==> src/rtl/relobi_a_other_checker_pkg.sv <==
// Shared types and sizing helpers for the A-channel "other"-field ECC checker.
// Column generation here must stay in lock-step with the matching encoder.
package relobi_a_other_checker_pkg;

  typedef struct packed {
    int unsigned DataWidth;
    int unsigned IdWidth;
    int unsigned AOptionalWidth;
  } obi_cfg_t;

  localparam obi_cfg_t ObiDefaultConfig = '{DataWidth: 32, IdWidth: 4, AOptionalWidth: 1};

  // Payload protected by the ECC: we + be + aid + a_optional.
  function automatic int unsigned relobi_a_other_width(obi_cfg_t cfg);
    return 1 + cfg.DataWidth / 8 + cfg.IdWidth + cfg.AOptionalWidth;
  endfunction

  // Smallest r with enough odd-weight (>=3) columns to cover k data bits.
  function automatic int unsigned secded_ecc_width(int unsigned k);
    int unsigned r;
    r = 3;
    while (((32'd1 << (r - 1)) - r) < k) r++;
    return r;
  endfunction

  function automatic int unsigned relobi_a_other_ecc_width(obi_cfg_t cfg);
    return secded_ecc_width(relobi_a_other_width(cfg));
  endfunction

  // Data column idx: the idx-th value, in ascending order, of odd weight >= 3.
  function automatic logic [31:0] hsiao_col(int unsigned idx, int unsigned r);
    int unsigned n;
    logic [31:0] col;
    n   = 0;
    col = '0;
    for (int unsigned v = 0; v < (32'd1 << r); v++) begin
      if (($countones(v) % 2 == 1) && ($countones(v) >= 3)) begin
        if (n == idx) col = 32'(v);
        n++;
      end
    end
    return col;
  endfunction

  localparam int unsigned DefBeWidth  = ObiDefaultConfig.DataWidth / 8;
  localparam int unsigned DefIdWidth  = ObiDefaultConfig.IdWidth;
  localparam int unsigned DefEccWidth = relobi_a_other_ecc_width(ObiDefaultConfig);

  typedef struct packed {
    logic [DefEccWidth-1:0] ecc;
    logic                   we;
    logic [DefBeWidth-1:0]  be;
    logic [DefIdWidth-1:0]  aid;
    logic                   a_optional;
  } relobi_a_other_t;

endpackage

==> src/rtl/hsiao_ecc_dec.sv <==
// Hsiao SECDED decoder over {ecc, data}; check bits are identity columns.
module hsiao_ecc_dec import relobi_a_other_checker_pkg::*; #(
  parameter int unsigned DataWidth = 10,
  parameter int unsigned EccWidth  = 5
) (
  input  logic [EccWidth+DataWidth-1:0] in_i,
  output logic [DataWidth-1:0]          data_o,
  output logic [1:0]                    err_o    // [0] corrected, [1] uncorrectable
);

  logic [EccWidth-1:0]  cols [DataWidth];
  logic [EccWidth-1:0]  syndrome;
  logic [DataWidth-1:0] data_in;
  logic                 match;

  for (genvar g = 0; g < DataWidth; g++) begin : g_col
    assign cols[g] = EccWidth'(hsiao_col(g, EccWidth));
  end

  assign data_in = in_i[DataWidth-1:0];

  always_comb begin
    syndrome = in_i[EccWidth+DataWidth-1:DataWidth];
    for (int unsigned i = 0; i < DataWidth; i++) begin
      if (data_in[i]) syndrome = syndrome ^ cols[i];
    end
  end

  // A one-hot syndrome points at a check bit: count it, leave data alone.
  always_comb begin
    data_o = data_in;
    match  = 1'b0;
    err_o  = 2'b00;
    for (int unsigned i = 0; i < DataWidth; i++) begin
      if (syndrome == cols[i]) begin
        data_o[i] = ~data_in[i];
        match     = 1'b1;
      end
    end
    if (syndrome != '0) begin
      if (match || ((syndrome & (syndrome - EccWidth'(1))) == '0)) err_o[0] = 1'b1;
      else                                                          err_o[1] = 1'b1;
    end
  end

endmodule

==> config.mk <==
export PLATFORM = sky130hd
export DESIGN_NAME = hsiao_ecc_dec
export DESIGN_NICKNAME = d
export VERILOG_FILES = /design/src/rtl/relobi_a_other_checker_pkg.sv /design/src/rtl/hsiao_ecc_dec.sv
export SDC_FILE = /design/constraint.sdc
export NUM_CORES = 1
export LEC_CHECK = 0
export CORE_AREA = 2 2 39 41
export DETAILED_ROUTE_END_ITERATION = 10
export DIE_AREA = 0 0 41 43
export GPL_TIMING_DRIVEN = 0
export PLACE_DENSITY_LB_ADDON = 0.15
export RECOVER_POWER = 100
export SYNTH_ARGS = -nofsm -noshare
export SYNTH_HDL_FRONTEND = slang
export SYNTH_SLANG_ARGS = --single-unit
export TNS_END_PERCENT = 30
==> constraint.sdc <==
create_clock -name vclk -period 3.3
set_clock_uncertainty 0.2 [all_clocks]
set_input_delay 0.495 -clock vclk [all_inputs]
set_output_delay 0.495 -clock vclk [all_outputs]
set_load 0.005 [all_outputs]
==> results of run 1 <==
kinds of logic after synthesis:
group	Yosys count
AO/OA/AOI/OAI	4
multiplexers	4
XOR/XNOR	32
AND/OR/NAND/NOR	25
critical path: cells and delay by family:
kind / cells / cell delay (ns)
xor gates and xnor gates: 2 / 0.86
buffers and inverters: 3 / 0.92
and+or+nand+nor: 3 / 0.32
area by class of cell:
type | instances | area [sq um]
fill | 92 | 289.0
timing repair buffer | 40 | 362.8
tap | 16 | 20.02
multi-input combinational | 65 | 711.9
repair_timing:
item / 4_1_cts / 5_1_grt
buffers inserted: 7 / 6
pin swaps: 5 / 11
endpoints found under the setup margin: 12 / 12
resized for setup: 24 / 31
gates cloned: 0 / 0
routing by layer:
layer / vias up / GRT usage, % / part of all wire [%]
met5: - / 0 / 0
met4: 0 / 0 / 0
met3: 0 / 0 / 4.0
met2: 17 / 35.00 / 58
met1: 276 / 25.33 / 38
li1: 292 / - / -
cells in the final DEF (no fill, tap or decap), types with 4 or more instances in the layout:
| cell | count |
|---|---|
| buf_4 | 12 |
| clkdlybuf4s50_1 | 5 |
| dlygate4sd2_1 | 9 |
| dlymetal6s2s_1 | 7 |
| nand2_1 | 9 |
| xnor2_1 | 10 |
| xnor2_2 | 11 |
| xor2_2 | 4 |
through the flow:
step                      hold slack (ns)  worst slack, ns  cells  instance area [sq um]  power, mW
after floorplan                    0.8500           0.8538     65                  579.3     0.2219
after global placement              1.846          -0.3439    108                  869.6     0.3455
after detailed placement            1.858          -0.3668    108                  869.6     0.3513
after CTS                           1.413          -0.2374    115                  950.9     0.4020
after global routing                1.280         -0.07515    121                   1095     0.5109
final                               1.244         0.003669    121                   1095     0.4811
how the worst min path moves through the flow:
stage | start | to | slack (ns)
after floorplan | in_i[0] | data_o[0] | 0.85
after global placement | in_i[5] | data_o[5] | 1.85
after detailed placement | in_i[5] | data_o[5] | 1.86
after CTS | in_i[7] | data_o[7] | 1.41
after global routing | in_i[8] | data_o[8] | 1.28
final | in_i[8] | data_o[8] | 1.24
power groups by stage:
stage / logic, mW / clock network [mW] / registers (mW)
after global routing: 0.511 / 0 / 0
final: 0.481 / 0 / 0
after floorplan: 0.222 / 0 / 0
after CTS: 0.402 / 0 / 0
after global placement: 0.346 / 0 / 0
after detailed placement: 0.351 / 0 / 0
==> run summary, run 1 <==
The effective utilization at floorplan is 41.86%, and the mean post-synth cell area is 8.912 sq um. The transition time at the pin with the least slew margin was 0.3709 ns; the total wire length after detailed routing was 1.686 mm. Worst hold-check path type: in -> out. The detailed-placement wirelength estimate was 1.109 mm. The static power due to leakage came out at 0.5429 nW. The worst setup path is of the in -> out kind.

Synthesis produced a netlist with a net count of 80. The design has 0 sequential cells. The flow ran to the end, and the final reports show no timing, DRC or antenna violations.

The fraction of the yosys area taken by sequential cells came out at 0%. The timing startpoint of the critical path is in_i[7]. The region available for standard cell placement spans 1384 sq um.

The worst path uses 99.89% of the clock period. The data arrival at the endpoint of the critical path is 2.60 ns. The post-detailed-route via-to-cell ratio works out to 4.835. The detailed router finished its first iteration with 5 violations.

For the final core utilization, the log shows 79.11%. The worst setup path is launched from an input port. Registers are responsible for 0% of the overall power. The final antenna diode count is 0, and the critical path required time is 2.60 ns. The height of the die was 43 um; the maximum net fanout on the critical path was 4. The most numerous cell type found on the critical path is xnor3_2. For the post-route DRC violation count, the log shows 0.

The tools report the global-route wire length before repair as 2.387 mm. By area, the combinational part of the netlist is dominated by XOR/XNOR gates. Internal power summed over all cells: 0.2694 mW. The tools report the via count of the first global-routing pass as 535.

The normalized max-slew margin is 74.57%, and the clock network power share is 0%. The pin count of the biggest net entering global routing was 9; the hold path depth was 3. The width of the chip was 41 um.

In this run the worst setup path terminates at err_o[0]. The commonest cells after synthesis are 18 x xnor2_1, 10 x nand2_1, 5 x xor2_1. The share of the synthesized area in the top cell type is 27.21%, and the post-synthesis cell count is 65.

Across the VDD grid, the largest voltage drop is 0.2690 mV. Buffers placed on the I/O ports in this run total 27. The switching share of total power was 44.00%. The first TritonRoute pass finished after 2 iterations.

Relative to the synthesized area, the layout overhead comes to 88.98%. The number of nets with antenna violations after routing was 0. The simple-gate share of the synthesized area was 22.46%. The largest total area in the synthesized netlist belongs to xnor2_1. Of the total synthesized cell area, the portion taken by XOR and XNOR cells is 64.79%. Global routing consumed, over all layers together, 19.11% of the routing resources. Based on the critical path, the design can be clocked at up to 303.4 MHz. Final setup TNS: 0 ns. The kind of capture point of the worst setup path is an output port.

The minimum clock period after layout works out to 3.296 ns. The tools report the net switching component of the power as 0.2117 mW. The routed layout has 585 vias.

The number of setup violations in the final report is 0, and the power density relative to cell area is 439.5 nW/um^2. After synthesis the cells add up to 579.3 sq um. The tools report the clock tree buffer count of the final layout as 0.

The synthesized-area fraction occupied by adder cells works out to 0%. The combinational share of power is 100.0%. Yosys attributes the largest share of cell area to xnor2_1 27%, xnor2_2 8.4%, xnor3_1 7.8%, xor2_1 7.6%, mux2i_1 6.9%.

For the final number of max-transition violations, the log shows 0. The cell type of the slowest stage on the worst timing path was clkdlybuf4s50_1. The distinct cell type count of the synthesized netlist is 21. The run gives 0 as the hold violation count in the final report. The multiplexer fraction of the synthesized cell area is 6.911%.

The die covers 1763 sq um. The delay of the slowest cell on the worst path was 0.49 ns. The most numerous cell in the Yosys netlist is xnor2_1. After detailed routing, the average wire length per cell comes to 13.93 um. The synthesized-area fraction occupied by ao, oa, aoi and oai cells was 5.832%; the last weighted congestion value of the routability-driven placer was 0.7351. Setup repair after global routing could not meet its margin everywhere. The initial antenna violation count was 0. The critical path goes through clkdlybuf4s15_1, xnor3_2, xnor3_2, buf_4, nor2_1, nand3_2, nand2_1, clkdlybuf4s50_1. The Yosys step of the flow raised 0 warnings. The run gives 0 as the max-cap check violation count.

The total overflow reported by the global router is 0, and the share of cells above drive strength 1 is 45.71%. The row count came out at 14. Buffers inserted to repair hold after CTS numbered 0. Pin placement for this block handled 27 I/O pins. In the final design database the tool counted 122 nets.

In the final layout, flip-flops and latches occupy 0 sq um.
No activity file was read; power rests on OpenSTA's default activity.
==> inputs of run 2 (changes only) <==
--- a/config.mk
+++ b/config.mk
@@ -5,9 +5,9 @@
 export SDC_FILE = /design/constraint.sdc
 export NUM_CORES = 1
 export LEC_CHECK = 0
-export CORE_AREA = 2 2 39 41
+export CORE_MARGIN = 5
+export CORE_UTILIZATION = 40
 export DETAILED_ROUTE_END_ITERATION = 10
-export DIE_AREA = 0 0 41 43
 export GPL_TIMING_DRIVEN = 0
 export PLACE_DENSITY_LB_ADDON = 0.15
 export RECOVER_POWER = 100
==> constraint.sdc (replaced) <==
create_clock -name vclk -period 2.7
set_clock_uncertainty 0.2 [all_clocks]
set_input_delay 0.405 -clock vclk [all_inputs]
set_output_delay 0.405 -clock vclk [all_outputs]
set_load 0.005 [all_outputs]
==> run summary, run 2 (synthesis gave the netlist of run 1 again) <==
The flow ran to the end, but the final reports show violations. The final reports fail on setup timing. The number of setup violations in the final report was 8 (was 0); the width of the chip was 48.06 um (was 41 um).

The type of the worst setup path was in -> out (unchanged). The number of violations reported at the end of detailed-routing iteration 0 was 4 (was 5); the area used by sequential logic in the layout was 0 sq um (unchanged). The run gives 13 (was 14) as the row count. The final setup TNS came out at -0.3196 ns (was 0 ns). The total wire length after detailed routing is 2.401 mm (was 1.686 mm). The tools report the largest voltage drop on the vdd net as 0.4070 mV (was 0.2690 mV). The minimum clock period after layout came out at 2.793 ns. The tools report the number of nets with antenna violations after routing as 0 (unchanged).

The post-detailed-route via-to-cell ratio was 5.059 (was 4.835). The kind of capture point of the worst setup path was an output port (unchanged). The power density relative to cell area was 585.0 nW/um^2 (was 439.5 nW/um^2); the final clock period utilization by the worst path was 103.4%. The detailed-routing iteration count for the pre-antenna-repair pass was 4 (was 2); the number of port buffers was 27 (unchanged). The detailed-route via count is 683 (was 585), and the detailed-placement wirelength estimate is 1.124 mm (was 1.109 mm). The initial antenna violation count came out at 0 (unchanged). The run gives 0 (unchanged) as the final antenna diode count. Setup repair after global routing could not meet its margin everywhere. The height of the die is 48.06 um (was 43 um). The final number of max-transition violations was 0 (unchanged).

The run gives 17.83% (was 19.11%) as the global routing usage summed across all routing layers. Overall die area: 2309 sq um (was 1763 sq um). The number of I/O pins was 27 (unchanged); the layout-stage area growth over the synthesis result was 110.6% (was 88.98%). The post-place instance area was 868.3 sq um (was 869.6 sq um).

The run gives 0 (unchanged) as the total overflow reported by the global router. The count of filler cells inserted in the layout was 54 (was 92); the normalized max-slew margin was 76.34% (was 74.57%). Top library cells by usage in the layout, fill and taps aside: 21 x buf_4, 12 x xnor2_1, 12 x buf_2 (was 12 x buf_4, 11 x xnor2_2, 10 x xnor2_1). The met3 track utilization from global routing is 1.128% (was 0%), and the area taken by multi-input logic gates is 753.2 sq um (was 711.9 sq um). Share of cells above drive strength 1: 69.17% (was 45.71%).

The post-route cell area was 1220 sq um (was 1095 sq um). The logs give 0 (unchanged) for the max-cap check violation count and 0.8822 ns (was 1.244 ns) for the post-route worst hold slack. The critical path required time was 2.10 ns (was 2.60 ns). For the core area, the log shows 1334 sq um (was 1384 sq um). The critical path startpoint category was an input port (unchanged). Post-detailed-route wirelength per cell: 17.79 um (was 13.93 um). Post-route DRC violation count: 0 (unchanged). The static power due to leakage came out at 0.5682 nW (was 0.5429 nW).

The worst setup slack before clock tree synthesis was -0.7584 ns (was -0.3668 ns). For the via count of the first global-routing pass, the log shows 672 (was 535). For the total power after layout, the log shows 0.7137 mW (was 0.4811 mW). The effective utilization at floorplan was 43.43% (was 41.86%). The met1 track utilization from global routing is 20.13% (was 25.33%), and the last weighted congestion value of the routability-driven placer is 0.6880 (was 0.7351). The transition time at the pin with the least slew margin came out at 0.3531 ns (was 0.3709 ns). The tools report the final net count as 137 (was 122). The run gives 0 (unchanged) as the clock tree buffer count of the final layout. Timing would allow up to 358.0 MHz. The pin count of the biggest net entering global routing came out at 7 (was 9). The most common cell after layout, fill and taps aside was buf_4 (unchanged). For the sequential cell count, the log shows 0 (unchanged).

The maximum net fanout on the critical path is 6 (was 4), and the met2 global-route usage is 37.20% (was 35.00%). The worst hold-check path type was in -> out (unchanged). The peak-usage layer in the global routing report is met2 (unchanged).

The run gives -0.09299 ns (was 0.003669 ns) as the setup slack of the critical path after layout. The run gives 0 (unchanged) as the hold violation count in the final report. The global-route wire length before repair was 2.980 mm (was 2.387 mm); the data arrival at the endpoint of the critical path was 2.19 ns (was 2.60 ns).
-- run 2: cell types whose count changed in the layout (fill, tap and decap cells not counted), sizes merged --
cell           change
clkdlybuf4s15      -2
dlymetal6s2s       -7
buf               +32
clkdlybuf4s50      -5
dlygate4sd2        -2
clkbuf             -1
-- run 2: final timing paths --
path                  depth (start not counted)   endpoint    start  slack [ns]
worst min-delay path                          3  data_o[1]  in_i[1]        0.88
worst max-delay path                          9   err_o[0]  in_i[0]       -0.09
-- run 2: power breakdown --
| part | leakage [nW] | internal, mW | switching [mW] |
|---|---|---|---|
| clock network | 0 | 0 | 0 |
| logic | 0.568 | 0.388 | 0.326 |
| registers | 0 | 0 | 0 |
| total | 0.568 | 0.388 | 0.326 |
-- run 2: final cells by class --
class | count | share of cell area (%)
Tap cell | 15 | 1.538
Timing Repair Buffer | 55 | 36.72
Multi-Input combinational cell | 65 | 61.74
-- run 2: worst max-delay path, cell delays in order --
cell and delay [ns]:
buf_12 0.11, xor2_4 0.20, buf_6 0.12, xnor3_2 0.48, buf_4 0.17, xor2_1 0.15
o22ai_2 0.18, nand2_1 0.09, dlygate4sd2_1 0.27
-- run 2: routing by layer --
layer  up-vias  wire length (um)
li1        321                 -
met1       316               874
met2        34              1240
met3        12               177
met4         0               108
met5         -                 0
-- run 2: stage by stage --
stage	util (%)	cells
6_report	91.46	135
5_1_grt	91.46	135
4_1_cts	83.11	128
3_5_place_dp	65.10	107
3_3_place_gp	65.10	107
2_1_floorplan	-	65
-- run 2: what timing repair did --
action | CTS | global route
hold buffers | 0 | 0
setup endpoints to repair | 12 | 12
pin swaps | 23 | 18
resized for setup | 101 | 40
setup buffers | 21 | 7
==> inputs of run 3 (changes only) <==
==> constraint.sdc (replaced) <==
create_clock -name vclk -period 2.7
set_clock_uncertainty 0.2 [all_clocks]
set_input_delay 0.405 -clock vclk [all_inputs]
set_output_delay 0.405 -clock vclk [all_outputs]
set_load 0.02 [all_outputs]
==> run summary, run 3 (synthesis gave the netlist of run 1 again) <==
The layout-stage area growth over the synthesis result was 118.4% (was 110.6%). The delay of the slowest cell on the worst path is 0.40 ns (was 0.48 ns), and the share of cells above drive strength 1 is 76.72% (was 69.17%). The final net count is 133 (was 137).

The part of the total power dissipated in sequential elements was 0% (about the same). Switching share of total power: 50.48% (was 45.61%). The flow ran to the end, but the final reports show violations. The worst min-delay path startpoint was in_i[0] (was in_i[1]). Failing checks: setup timing (unchanged). The dominant delay contributor by cell family on the critical path was XOR/XNOR gates (unchanged). The run gives 0 sq um (unchanged) as the area used by sequential logic in the layout.

The clock tree buffer count of the final layout is 0 (unchanged), and the power density relative to cell area is 634.0 nW/um^2 (was 585.0 nW/um^2). Global routing usage summed across all routing layers: 17.91% (was 17.83%). Achievable frequency: 361.6 MHz (was 358.0 MHz). The end point of the worst hold path is data_o[0] (was data_o[1]). The tools report the last weighted congestion value of the routability-driven placer as 0.6880 (unchanged). Worst-path cell chain: buf_2, xnor3_2, buf_4, xor2_4, buf_4, nor2_2, nand2_1, xnor2_1, buf_2 (was buf_12, xor2_4, buf_6, xnor3_2, buf_4, xor2_1, o22ai_2, nand2_1, dlygate4sd2_1).

The final number of max-transition violations was 0 (unchanged); the initial antenna violation count was 0 (unchanged). The final clock period utilization by the worst path was 102.4% (was 103.4%); the internal power summed over all cells was 0.3971 mW (was 0.3881 mW). The run gives 5 (was 8) as the number of setup violations in the final report. The logs give 0.5982 nW (was 0.5682 nW) for the static power due to leakage and 107 (unchanged) for the cell count after placement.

The detailed-routing iteration count for the pre-antenna-repair pass was 4 (unchanged). The tools report the number of standard cells in the final layout excluding fillers as 131 (was 135). The most common cell after layout, fill and taps aside was buf_4 (unchanged).

Type of the worst setup path: in -> out (unchanged). For the setup slack of the critical path after layout, the log shows -0.06530 ns (was -0.09299 ns). The kind of capture point of the worst setup path was an output port (unchanged). The run gives 720 (was 683) as the detailed-route via count. The post-detailed-route wirelength per cell works out to 21.32 um (was 17.79 um).

For the global-route wire length before repair, the log shows 2.925 mm (was 2.980 mm). The number of I/O pins came out at 27 (unchanged). The transition time at the pin with the least slew margin was 0.3084 ns (was 0.3531 ns).

The number of port buffers was 27 (unchanged). The minimum clock period after layout is 2.765 ns (was 2.793 ns), and the detailed-placement wirelength estimate is 1.124 mm (unchanged). The width of the chip was 48.06 um (unchanged). The logs give 100.0% (about the same) for the combinational share of power and 0 (unchanged) for the number of nets with antenna violations after routing. The hold violation count in the final report was 0 (unchanged). For the data arrival at the endpoint of the critical path, the log shows 2.16 ns (was 2.19 ns). For the sequential cell count, the log shows 0 (unchanged).

For the core area, the log shows 1334 sq um (unchanged). Overall die area: 2309 sq um (unchanged). For the final antenna diode count, the log shows 0 (unchanged).

Clock network power share: 0% (about the same). The net switching component of the power is 0.4049 mW (was 0.3255 mW), and the max-cap check violation count is 0 (unchanged). The quantity of hold-fixing buffers added after cts is 0 (unchanged), and the height of the die is 48.06 um (unchanged).

The number of buffer and inverter stages on the critical path works out to 4 (unchanged). The post-detailed-route via-to-cell ratio works out to 5.496 (was 5.059). Setup repair after global routing could not meet its margin everywhere. The logs give 0 (unchanged) for the post-route DRC violation count and 94.84% (was 91.46%) for the final core utilization. Cell type of the slowest stage on the worst timing path: xnor3_2 (unchanged). The tools report the row count as 13 (unchanged). The critical path startpoint category was an input port (unchanged). The tools report the total overflow reported by the global router as 0 (unchanged).

The maximum net fanout on the critical path is 7 (was 6), and the effective utilization at floorplan is 43.43% (unchanged). For the normalized max-slew margin, the log shows 79.29% (was 76.34%). Top library cells by usage in the layout, fill and taps aside: 30 x buf_4, 12 x xnor2_2, 7 x xnor2_1 (was 21 x buf_4, 12 x xnor2_1, 12 x buf_2). The via count of the first global-routing pass was 668 (was 672). The number of violations reported at the end of detailed-routing iteration 0 was 9 (was 4); the total wire length after detailed routing was 2.793 mm (was 2.401 mm). The largest voltage drop on the vdd net was 0.4455 mV (was 0.4070 mV); the critical path required time was 2.10 ns (about the same). The worst hold-check path type is in -> out (unchanged). The hold path depth was 3 (unchanged).

The pin count of the biggest net entering global routing is 8 (was 7).
## run 3: metrics by stage
stage	instance area, sq um	power (mW)	setup TNS (ns)	hold WS [ns]	setup slack (ns)
after CTS	1070	0.6197	-0.4097	0.9792	-0.09998
after global placement	868.3	0.4810	-9.429	1.756	-0.8751
final	1265	0.8020	-0.1922	0.9603	-0.06530
after detailed placement	868.3	0.4863	-9.746	1.762	-0.8613
after global routing	1265	0.8334	-0.8016	0.9752	-0.1245
after floorplan	579.3	0.3270	0	0.7524	0.2203
## run 3: layout make-up
type,count,area (sq um)
multi-input cells,65,840.8
well taps,15,18.77
fillers,36,68.82
repair buffers,51,405.4
## run 3: how the worst max path moves through the flow
stage                     startpoint        end  cells past startpoint
after floorplan              in_i[5]  data_o[3]                      6
after global placement       in_i[5]  data_o[3]                      8
after detailed placement     in_i[5]  data_o[3]                      8
after CTS                    in_i[4]   err_o[1]                      8
after global routing         in_i[6]  data_o[2]                     10
final                        in_i[7]  data_o[8]                      9
## run 3: timing repair
action                     CTS  global route
gates resized for setup    125            45
pin swaps                   18            17
setup buffers               16             8
setup endpoints to repair   12            12
## run 3: layer usage
metal / GRT usage [%] / up-vias / part of all wire (%)
li1: - / 313 / -
met1: 18.34 / 363 / 38
met2: 35.88 / 38 / 53
met3: 2.256 / 6 / 6.2
met4: 6.452 / 0 / 2.6
met5: 0 / - / 0
## run 3: power groups by stage
stage          combinational [mW]  sequential (mW)  clock, mW
2_1_floorplan               0.327                0          0
3_3_place_gp                0.481                0          0
3_5_place_dp                0.486                0          0
4_1_cts                     0.620                0          0
5_1_grt                     0.833                0          0
6_report                    0.802                0          0
## run 3: worst min-delay path: cells and delay by family
| family | cells | cell delay [ns] |
|---|---|---|
| buffers and inverters | 2 | 0.27 |
| xor gates and xnor gates | 1 | 0.08 |
